`config.mk`:
```
export PLATFORM = sky130hd
export DESIGN_NAME = sprite_compositor
export DESIGN_NICKNAME = d
export VERILOG_FILES = /design/src/rtl/sprite_pkg.sv /design/src/rtl/sprite_lane.sv /design/src/rtl/sprite_compositor.sv
export SDC_FILE = /design/constraint.sdc
export NUM_CORES = 1
export LEC_CHECK = 0
export BUFFER_PORTS_ARGS = -buffer_cell sky130_fd_sc_hd__buf_2
export CORE_MARGIN = 4
export CORE_UTILIZATION = 40
export CTS_BUF_LIST = sky130_fd_sc_hd__clkbuf_8
export CTS_CLUSTER_DIAMETER = 50
export DETAILED_ROUTE_END_ITERATION = 12
export PLACE_DENSITY = 0.69
export SYNTH_ARGS = -nofsm -noshare
export SYNTH_HDL_FRONTEND = slang
export SYNTH_HIERARCHICAL = 1
export SYNTH_SLANG_ARGS = --single-unit
```
`constraint.sdc`:
```
create_clock -name i_Clk -period 4.8 [get_ports i_Clk]
set_clock_uncertainty 0.2 [all_clocks]
set_input_delay 0.96 -clock i_Clk [delete_from_list [all_inputs] [get_ports i_Clk]]
set_output_delay 0.96 -clock i_Clk [all_outputs]
set_load 0.05 [all_outputs]
```
`src/rtl/sprite_pkg.sv`:
```
// Shared types, colour-field positions and helpers for the sprite compositor.
// The sprite images are a fixed ROM built by image_pixel(), so every lane
// needs no external image file.
package sprite_pkg;

    typedef logic [8:0] rgb333_t;

    // RGB333 field positions; each field's LSB feeds the _1 pin
    localparam int unsigned RedLo = 6;
    localparam int unsigned GrnLo = 3;
    localparam int unsigned BluLo = 0;

    localparam rgb333_t RgbTransparent = 9'h1C7;
    localparam rgb333_t RgbBackground  = 9'h000;

    // Ceiling log2, usable in parameter expressions
    function automatic int unsigned sprite_clog2(input int unsigned value);
        int unsigned result;
        result = 0;
        for (int i = 0; i < 32; i++) begin
            if ((32'd1 << i) < value) begin
                result = i + 1;
            end
        end
        return result;
    endfunction

    // Image set shared by every sprite slot:
    //   0: solid green          1: fully transparent
    //   2: blue top half, red bottom half
    //   3: white column 0, black elsewhere (shows horizontal flip)
    function automatic rgb333_t image_pixel(input int unsigned img, input int unsigned row,
                                            input int unsigned col, input int unsigned tile);
        rgb333_t pix;
        case (img)
            0:       pix = 9'h038;
            1:       pix = RgbTransparent;
            2:       pix = (row < tile / 2) ? 9'h007 : 9'h1C0;
            3:       pix = (col == 0) ? 9'h1FF : 9'h000;
            default: pix = RgbTransparent;
        endcase
        return pix;
    endfunction

endpackage

```
`src/rtl/sprite_lane.sv`:
```
// One sprite slot: hit test, image address (with optional mirror), a
// synchronous-read image ROM and the hit flag delayed to line up with its data.
module sprite_lane
    import sprite_pkg::*;
#(
    parameter int unsigned TILE_SIZE  = 32,
    parameter int unsigned NUM_IMAGES = 4,
    parameter int unsigned IMG_W      = 2
) (
    input  logic             i_Clk,
    input  logic             i_Rst,
    input  logic [9:0]       i_H_Counter,
    input  logic [9:0]       i_V_Counter,
    input  logic [9:0]       i_X,
    input  logic [9:0]       i_Y,
    input  logic [IMG_W-1:0] i_Img,
    input  logic             i_En,
    input  logic             i_Flip,
    output logic             o_Hit,
    output rgb333_t          o_Data
);

    localparam int unsigned TileW = sprite_clog2(TILE_SIZE);
    localparam int unsigned AddrW = sprite_clog2(NUM_IMAGES * TILE_SIZE * TILE_SIZE);

    logic [10:0]      w_h_ext, w_v_ext, w_x_ext, w_y_ext, w_x_end, w_y_end;
    logic             w_hit;
    logic [TileW-1:0] w_row, w_col_raw, w_col;
    logic [AddrW-1:0] w_addr;

    logic             r_hit_s1;
    logic [AddrW-1:0] r_addr_s1;
    logic             r_hit_s2;
    rgb333_t          r_data_s2;

    // 11-bit bounds so a sprite near column 1023 cannot wrap onto column 0
    assign w_h_ext = {1'b0, i_H_Counter};
    assign w_v_ext = {1'b0, i_V_Counter};
    assign w_x_ext = {1'b0, i_X};
    assign w_y_ext = {1'b0, i_Y};
    assign w_x_end = w_x_ext + 11'(TILE_SIZE);
    assign w_y_end = w_y_ext + 11'(TILE_SIZE);

    assign w_hit = i_En && (w_h_ext >= w_x_ext) && (w_h_ext < w_x_end)
                        && (w_v_ext >= w_y_ext) && (w_v_ext < w_y_end);

    // Only the low bits of the offsets matter once the hit test passes
    assign w_row     = i_V_Counter[TileW-1:0] - i_Y[TileW-1:0];
    assign w_col_raw = i_H_Counter[TileW-1:0] - i_X[TileW-1:0];
    // TILE_SIZE-1-col is a bitwise invert for a power-of-two tile
    assign w_col     = i_Flip ? ~w_col_raw : w_col_raw;
    assign w_addr    = AddrW'({i_Img, w_row, w_col});

    // S1: register hit flag and image address
    always_ff @(posedge i_Clk or posedge i_Rst) begin
        if (i_Rst) begin
            r_hit_s1  <= 1'b0;
            r_addr_s1 <= '0;
        end else begin
            r_hit_s1  <= w_hit;
            r_addr_s1 <= w_addr;
        end
    end

    // S2: delay the hit flag to line up with the ROM read
    always_ff @(posedge i_Clk or posedge i_Rst) begin
        if (i_Rst) begin
            r_hit_s2 <= 1'b0;
        end else begin
            r_hit_s2 <= r_hit_s1;
        end
    end

    // S2: synchronous ROM read; no reset so it maps onto block memory
    always_ff @(posedge i_Clk) begin
        r_data_s2 <= image_pixel(32'(r_addr_s1[AddrW-1:2*TileW]),
                                 32'(r_addr_s1[2*TileW-1:TileW]),
                                 32'(r_addr_s1[TileW-1:0]),
                                 TILE_SIZE);
    end

    assign o_Hit  = r_hit_s2;
    assign o_Data = r_data_s2;

endmodule

```
`src/rtl/sprite_compositor.sv`:
```
// Composes NUM_SPRITES sprite lanes over a background colour with fixed index
// priority and transparency keying, and reports per-frame player collisions.
// Counter-to-pin latency is three clocks.
module sprite_compositor
    import sprite_pkg::*;
#(
    parameter int unsigned NUM_SPRITES    = 8,
    parameter int unsigned TILE_SIZE      = 32,
    parameter int unsigned NUM_IMAGES     = 4,
    parameter int unsigned IMG_W          = 2,
    parameter int unsigned H_VISIBLE_AREA = 640,
    parameter int unsigned V_VISIBLE_AREA = 480,
    parameter rgb333_t     TRANSPARENT    = RgbTransparent,
    parameter rgb333_t     BG_COLOR       = RgbBackground
) (
    input  logic                         i_Clk,
    input  logic                         i_Rst,
    input  logic [9:0]                   i_H_Counter,
    input  logic [9:0]                   i_V_Counter,
    input  logic [10*NUM_SPRITES-1:0]    i_Sprite_X,
    input  logic [10*NUM_SPRITES-1:0]    i_Sprite_Y,
    input  logic [IMG_W*NUM_SPRITES-1:0] i_Sprite_Img,
    input  logic [NUM_SPRITES-1:0]       i_Sprite_En,
    input  logic [NUM_SPRITES-1:0]       i_Sprite_Flip,
    output logic                         o_VGA_Red_1,
    output logic                         o_VGA_Red_2,
    output logic                         o_VGA_Red_3,
    output logic                         o_VGA_Grn_1,
    output logic                         o_VGA_Grn_2,
    output logic                         o_VGA_Grn_3,
    output logic                         o_VGA_Blu_1,
    output logic                         o_VGA_Blu_2,
    output logic                         o_VGA_Blu_3,
    output logic                         o_Collision,
    output logic [NUM_SPRITES-1:0]       o_Collision_Mask
);

    localparam logic [9:0] HVisible = 10'(H_VISIBLE_AREA);
    localparam logic [9:0] VVisible = 10'(V_VISIBLE_AREA);

    logic [NUM_SPRITES-1:0] w_hit;
    rgb333_t                w_data [NUM_SPRITES];
    logic [NUM_SPRITES-1:0] w_opaque;
    logic [NUM_SPRITES-1:0] w_others;
    rgb333_t                w_color;

    logic                   r_vis_s1, r_vis_s2;
    logic                   r_frame_s1, r_frame_s2;
    rgb333_t                r_rgb;
    logic [NUM_SPRITES-1:0] r_sticky;
    logic [NUM_SPRITES-1:0] r_mask;
    logic                   r_coll;

    for (genvar k = 0; k < NUM_SPRITES; k++) begin : g_lane
        sprite_lane #(
            .TILE_SIZE  (TILE_SIZE),
            .NUM_IMAGES (NUM_IMAGES),
            .IMG_W      (IMG_W)
        ) u_lane (
            .i_Clk       (i_Clk),
            .i_Rst       (i_Rst),
            .i_H_Counter (i_H_Counter),
            .i_V_Counter (i_V_Counter),
            .i_X         (i_Sprite_X[10*k +: 10]),
            .i_Y         (i_Sprite_Y[10*k +: 10]),
            .i_Img       (i_Sprite_Img[IMG_W*k +: IMG_W]),
            .i_En        (i_Sprite_En[k]),
            .i_Flip      (i_Sprite_Flip[k]),
            .o_Hit       (w_hit[k]),
            .o_Data      (w_data[k])
        );
    end

    // S1/S2: visibility and frame-boundary flags travel alongside the lanes
    always_ff @(posedge i_Clk or posedge i_Rst) begin
        if (i_Rst) begin
            r_vis_s1   <= 1'b0;
            r_vis_s2   <= 1'b0;
            r_frame_s1 <= 1'b0;
            r_frame_s2 <= 1'b0;
        end else begin
            r_vis_s1   <= (i_H_Counter < HVisible) && (i_V_Counter < VVisible);
            r_frame_s1 <= (i_V_Counter == VVisible) && (i_H_Counter == 10'd0);
            r_vis_s2   <= r_vis_s1;
            r_frame_s2 <= r_frame_s1;
        end
    end

    // Per-slot opaque flag: hit and not the colour key
    always_comb begin
        w_opaque = '0;
        for (int k = 0; k < int'(NUM_SPRITES); k++) begin
            w_opaque[k] = w_hit[k] && (w_data[k] != TRANSPARENT);
        end
    end

    // Priority select: walk from highest index down so the lowest opaque slot wins
    always_comb begin
        w_color = BG_COLOR;
        for (int k = int'(NUM_SPRITES) - 1; k >= 0; k--) begin
            if (w_opaque[k]) begin
                w_color = w_data[k];
            end
        end
    end

    // Other slots hit together with the player; slot 0 never collides with itself
    assign w_others = {w_opaque[NUM_SPRITES-1:1], 1'b0};

    // S3: output colour register, black outside the visible area
    always_ff @(posedge i_Clk or posedge i_Rst) begin
        if (i_Rst) begin
            r_rgb <= '0;
        end else if (r_vis_s2) begin
            r_rgb <= w_color;
        end else begin
            r_rgb <= '0;
        end
    end

    // S3: accumulate collisions, publish and clear at the frame boundary pixel
    always_ff @(posedge i_Clk or posedge i_Rst) begin
        if (i_Rst) begin
            r_sticky <= '0;
            r_mask   <= '0;
            r_coll   <= 1'b0;
        end else if (r_frame_s2) begin
            r_mask   <= r_sticky;
            r_coll   <= |r_sticky;
            r_sticky <= '0;
        end else if (r_vis_s2 && w_opaque[0]) begin
            r_sticky <= r_sticky | w_others;
        end
    end

    assign o_VGA_Red_1 = r_rgb[RedLo];
    assign o_VGA_Red_2 = r_rgb[RedLo+1];
    assign o_VGA_Red_3 = r_rgb[RedLo+2];
    assign o_VGA_Grn_1 = r_rgb[GrnLo];
    assign o_VGA_Grn_2 = r_rgb[GrnLo+1];
    assign o_VGA_Grn_3 = r_rgb[GrnLo+2];
    assign o_VGA_Blu_1 = r_rgb[BluLo];
    assign o_VGA_Blu_2 = r_rgb[BluLo+1];
    assign o_VGA_Blu_3 = r_rgb[BluLo+2];

    assign o_Collision      = r_coll;
    assign o_Collision_Mask = r_mask;

endmodule

```
=== Word level (Yosys, flattened, before mapping) ===
Index checks and enable logic that the tools add are counted.

* Bits in registers: 214
* Input bits: 214
* Output and inout bits: 18
* Logic and storage cells: 261

* Add/subtract/negate cells: 32
* $lt $le $gt $ge: 42
* Equal/unequal tests: 33
* Multiplexer cells: 43
* Bitwise operators: 9
* Reduce and logical (&&, ||, !) cells: 62

{| class="wikitable"
|+ Operator list
! cell !! number
|-
| $pmux W9 S4 || 8
|-
| $mux W9 || 25
|-
| $add A10 B6 Y11 const B || 16
|-
| $lt A10 B11 Y1 || 16
|-
| $ge A10 B10 Y1 || 16
|-
| $sub A5 B5 Y5 || 16
|-
| $ne A9 B9 Y1 const B || 8
|-
| $logic_and A1 B1 Y1 || 43
|-
| $logic_not A5 Y1 || 8
|-
| $lt A5 B5 Y1 const B || 8
|-
| $mux W5 || 8
|-
| $not A5 Y5 || 8
|-
| $eq A2 B2 Y1 const B || 16
|-
| $eq A2 B1 Y1 const B || 8
|-
| $logic_not A2 Y1 || 8
|-
| $mux W8 || 2
|-
| $eq A10 B9 Y1 const B || 1
|-
| $logic_not A10 Y1 || 1
|-
| $lt A10 B10 Y1 const B || 1
|-
| $lt A10 B9 Y1 const B || 1
|-
| $or A8 B8 Y8 || 1
|-
| $reduce_or A8 Y1 || 1
|-
| $reduce_bool A2 Y1 || 1
|}

=== Depth between registers and ports, before layout ===
* Depth in word-level cells: 11
* Depth in mapped cells: 8
* Gate-level depth less buffers: 8

=== Modules after synthesis ===
The synthesis kept the hierarchy.

{| class="wikitable"
|+ Modules (own cells, without submodules)
! module !! instances !! cells each !! area each (sq um) !! seq. area each (sq um)
|-
| sprite_lane (g_lane[2].u_lane ...) || 4 || 160 || 1436.4 || 310.3
|-
| sprite_lane (g_lane[0].u_lane ...) || 2 || 164 || 1431.4 || 310.3
|-
| sprite_compositor || 1 || 235 || 2073.2 || 700.7
|-
| sprite_lane (g_lane[7].u_lane) || 1 || 160 || 1435.1 || 310.3
|-
| sprite_lane (g_lane[6].u_lane) || 1 || 159 || 1418.9 || 310.3
|}

=== Least setup slack after synthesis ===
OpenSTA, ideal clock, no wires.

* Kind: input -> register
* Start: in i_Sprite_Y[65]
* End: reg g_lane[6].u_lane.r_hit_s1
* Setup time: 0.068 ns
* Arrival time: 2.308 ns
* Required time: 4.532 ns
* Path slack: 2.225 ns
* Stages: 8
* Path buffers: 0
* Cells stage by stage: ha_1 xnor2_1 ha_1 a21o_1 a211oi_1 o21ai_0 o21ai_0 and4b_1

* Longest elaborated chain between the ends: 3
* Elaborated cells on any way between the ends: 5
* Classes of those cells: add/sub: 1; order compare: 2; reduce/logical: 2

{| class="wikitable"
|+ RTL lines
! item !! line !! RTL
|-
| from (decl) || sprite_compositor.sv:21 || <nowiki>input logic [10*NUM_SPRITES-1:0] i_Sprite_Y,</nowiki>
|-
| $add A10 B6 Y11 / $ge A10 B10 Y1 (equally long branches) || sprite_lane.sv:42, sprite_lane.sv:45 ||
|-
| $lt A10 B11 Y1 / $logic_and A1 B1 Y1 (equally long branches) || sprite_lane.sv:45 || <nowiki>&& (w_v_ext >= w_y_ext) && (w_v_ext < w_y_end);</nowiki>
|-
| $logic_and A1 B1 Y1 (*) || sprite_lane.sv:45 ||
|-
| named net g_lane[6].u_lane.w_hit || sprite_lane.sv:27 || <nowiki>logic w_hit;</nowiki>
|-
| to (signal assigned) || sprite_lane.sv:60 || <nowiki>r_hit_s1 <= w_hit;</nowiki>
|-
| to (decl) || sprite_lane.sv:31 || <nowiki>logic r_hit_s1;</nowiki>
|}

Mark *: on every way through the listed nets, which the timed path passes. The rest lies on a longest branch.
A chain may end at the register's enable or synchronous reset.

=== Final worst setup path ===
* Start: reg g_lane[6].u_lane.r_data_s2[5]
* End: reg r_rgb[1]

* Longest elaborated chain between the ends: 10

{| class="wikitable"
|+ RTL lines
! item !! line !! RTL
|-
| from (decl) || sprite_lane.sv:34 || <nowiki>rgb333_t r_data_s2;</nowiki>
|-
| from (signal assigned) || sprite_lane.sv:76 || <nowiki>r_data_s2 <= image_pixel(32'(r_addr_s1[AddrW-1:2*TileW]),</nowiki>
|-
| $ne A9 B9 Y1 || sprite_compositor.sv:93 || <nowiki>w_opaque[k] = w_hit[k] && (w_data[k] != TRANSPARENT);</nowiki>
|-
| $logic_and A1 B1 Y1 || sprite_compositor.sv:93 ||
|-
| $mux W9 (7 in series) || sprite_compositor.sv:101 || <nowiki>if (w_opaque[k]) begin</nowiki>
|-
| $mux W9 || sprite_compositor.sv:114 || <nowiki>end else if (r_vis_s2) begin</nowiki>
|-
| to (signal assigned) || sprite_compositor.sv:115 || <nowiki>r_rgb <= w_color;</nowiki>
|-
| to (decl) || sprite_compositor.sv:49 || <nowiki>rgb333_t r_rgb;</nowiki>
|}

Every way passes these cells.

==> out/metrics.csv <==
metric,value,unit
status,finished clean,
Tightest Pin Transition,1.08,ns
Critical Path Sink Type,flop,
Core Region,0.0334,mm²
asr flop ratio synth,81.8,%
DRT Wirelength,36.7,mm
register area share after synthesis,23.5,%
aggregate global routing overflow,0,
# clock sinks,132,
Comb pwr share,35.5,%
post-synth cell types,80,
initial antenna violation count,10,
CP max FO,13,
Yosys reg bits,132,
postcts setup bufs,0,
Reg2Reg Setup Slack,2.10,ns
setup TNS,0,ns
Die Span Y,192,µm
clock slew at reported path FFs,0.07,ns
Syn. warnings,6,
fin. max-slew vios,0,
Post-CTS Resized,0,
Max Cap Viol,0,
routability cong.,0.935,
hold path startpoint,r_vis_s1,
RSZ-0062 raised after global routing,no,
area grow syn2layout,12.3,%
Clk pwr share,25.5,%
worst r2r dst,r_rgb[1],
Final Net Count,2185,
Synth top area share,23.7,%
largest area contributor in the netlist,ha_1,
FP Rows,67,
P per Cell Area,225,mW/mm²
"Req. time, crit path",4.92,ns
CTS root buffer,clkbuf_8,
critical path class,flop to flop,
Final ANT Viol Nets,0,
Flop pwr share,39.0,%
H-tree levels,4,
Clock Latency Late Sink,0.44,ns
largest net degree at the start of global routing,29,
P_leak,7.76,nW
relative slew slack,27.4,%
CTS Buf Count,17,
hold path endpoint,r_vis_s2,
fin crit period,2.70,ns
Initial DRT Pass Iterations,6,
WHS Path Cells,0,
DRT iter0 DRCs,654,
clock tree from TritonCTS,built,
switching pwr,1.21,mW
maximum VDD drop,157,µV
post-DR wirelength/cell,16.9,µm
worst path arrival time,2.82,ns
Gate Count Post-Synth,1522,
worst r2r src,g_lane[6].u_lane/o_Data[5],
syn_nets,2000,
Post-synth EDFFs,0,
first-pass GRT wire length,58.6,mm
Ports,232,
number of global-route vias before repair,11300,
Die ar.,0.0368,mm²
vias per cell,5.33,
Hold Slack,0.150,ns
Synth Area per Inst,8.89,µm²
"Top FF cell, synth",dfrtp_1,
Fin. Hold Viols,0,
Worst Hold Class,flop to flop,
synthesized cell area,0.0135,mm²
post-DP HPWL,30.7,mm
sw frac,35.4,%
share of cells above drive strength 1,18.3,%
cells taking the most area after synthesis,"ha_1 (24%), dfrtp_1 (20%), xnor2_1 (7.1%)",
internal power,2.21,mW
die width,192,µm
initial core utilization,40.5,%
Setup-failing EPs final,0,
port bufs,230,
Residual DRC,0,
Tcrit/Tclk final,56.2,%
GR Util All Layers,20.0,%
CTS Hold Bufs,0,
depth of the most critical reg-to-reg path,5,
critical path launch point type,flop,
CTS max path bufs,2,
via count of the routed design,11600,
Max Clk Rate,370,MHz
## final cells by class
cell class / count / area (µm²)
Clock inverter: 13 / 113
Multi-Input combinational cell: 1096 / 9060
Inverter: 230 / 863
Tap cell: 448 / 561
Clock buffer: 19 / 262
Timing Repair Buffer: 230 / 1150
Antenna cell: 4 / 10.0
Sequential cell: 132 / 3180
Fill cell: 3286 / 18200
## state kept, by name, indices dropped and copies added (netlist names)
register                 count
r_vis_s2                     1
r_rgb                        9
g_lane.u_lane/o_Hit          8
r_frame_s2                   1
r_frame_s1                   1
r_vis_s1                     1
o_Collision_Mask             7
g_lane.u_lane/r_hit_s1       8
o_Collision                  1
g_lane.u_lane/r_addr_s1     64
r_sticky                     7
g_lane.u_lane/o_Data        24
## layout by cell type, fill, tap and decap left out, drive strengths merged, types with 13 or more instances in the layout
master,netlist,layout
nand3,51,51
nand4,24,24
nand2,64,64
nor2,55,55
buf,52,230
a21oi,86,86
nor3,19,19
ha,256,256
o2111ai,15,15
inv,230,234
a21o,50,50
a41oi,17,17
dfxtp,24,24
xnor2,109,109
clkbuf,12,19
a31oi,45,45
nand4b,13,13
dfrtp,108,108
nor2b,23,23
o21ai,65,65
## kinds of logic (layout without fill, tap and decap cells)
family | count (synthesis) | in the layout | share of synthesized area, %
DFF | 132 | 132 | 23.5
adders and majority gates | 264 | 264 | 24.8
and+or+nand+nor | 320 | 320 | 13.6
AOI/OAI and AO/OA | 382 | 382 | 19.9
buffers and inverters | 294 | 492 | 9.55
other | 1 | 5 | 0.0277
muxes | 9 | 9 | 0.730
xor gates and xnor gates | 120 | 120 | 7.76
## critical path, stage by stage, from the launching register on
cell and delay [ns]:
dfxtp_1 0.44, and4b_1 0.25, a31oi_1 0.87, nand2_1 0.12, a311o_1 0.41, a41oi_1 0.30
## worst max path at each step
stage | start | endpoint | slack (ns) | depth (start not counted)
final | g_lane[6].u_lane/o_Data[5] | r_rgb[1] | 2.10 | 5
after global routing | g_lane[6].u_lane/o_Data[5] | r_rgb[1] | 1.96 | 5
after CTS | g_lane[6].u_lane/o_Data[5] | r_rgb[0] | 2.14 | 5
after detailed placement | i_H_Counter[1] | g_lane[2].u_lane/r_hit_s1 | 1.71 | 6
after global placement | i_H_Counter[0] | g_lane[2].u_lane/r_hit_s1 | 1.77 | 7
after floorplan | i_Sprite_Y[65] | g_lane[6].u_lane/r_hit_s1 | 2.22 | 8
## synth_stat cells (6+ instances only)
library cell,n
clkbuf_1,12
nand4b_1,12
o2111ai_1,15
o21a_1,11
xor2_1,11
nor2_1,55
mux2_2,7
and2_1,6
inv_1,230
and3_1,7
and4_1,8
o221ai_1,9
dfrtp_1,108
nor3_1,18
xnor2_1,109
a211oi_1,11
a21o_2,9
nand3_1,46
nand2b_1,10
a32oi_1,6
buf_4,50
o21ai_1,11
nor2b_1,23
o211ai_1,10
fa_1,8
a41oi_1,16
o21ai_0,49
a21oi_1,86
ha_1,256
a31oi_1,45
nand4_1,24
a21o_1,41
nand2_1,64
dfxtp_1,24
## stage by stage
step	utilization (%)	instance area (µm²)	total power, mW	cells	worst slack [ns]
after global routing	45.4	15200	3.68	2171	1.96
final	45.4	15200	3.42	2172	2.10
after global placement	44.3	14800	2.52	2136	1.77
after detailed placement	44.3	14800	2.56	2136	1.71
after floorplan	-	13500	2.21	1522	2.22
after CTS	45.4	15200	3.44	2168	2.14
## power groups by stage
stage / Sequential, mW / Clock [mW] / Combinational, mW
after CTS: 1.33 / 0.901 / 1.21
after global placement: 1.35 / 0 / 1.17
after global routing: 1.35 / 0.955 / 1.37
after detailed placement: 1.35 / 0 / 1.20
final: 1.33 / 0.873 / 1.21
after floorplan: 1.34 / 0 / 0.869
## routing by layer
metal  part of all wire (%)  vias to the layer above  track usage, %
met3                    5.5                       44            3.29
met1                     45                     5434            27.1
li1                       -                     5808               -
met2                     47                      288            33.3
met4                    1.8                        8            4.89
met5                   0.13                        -               0
(Power assumes the default switching activity.)
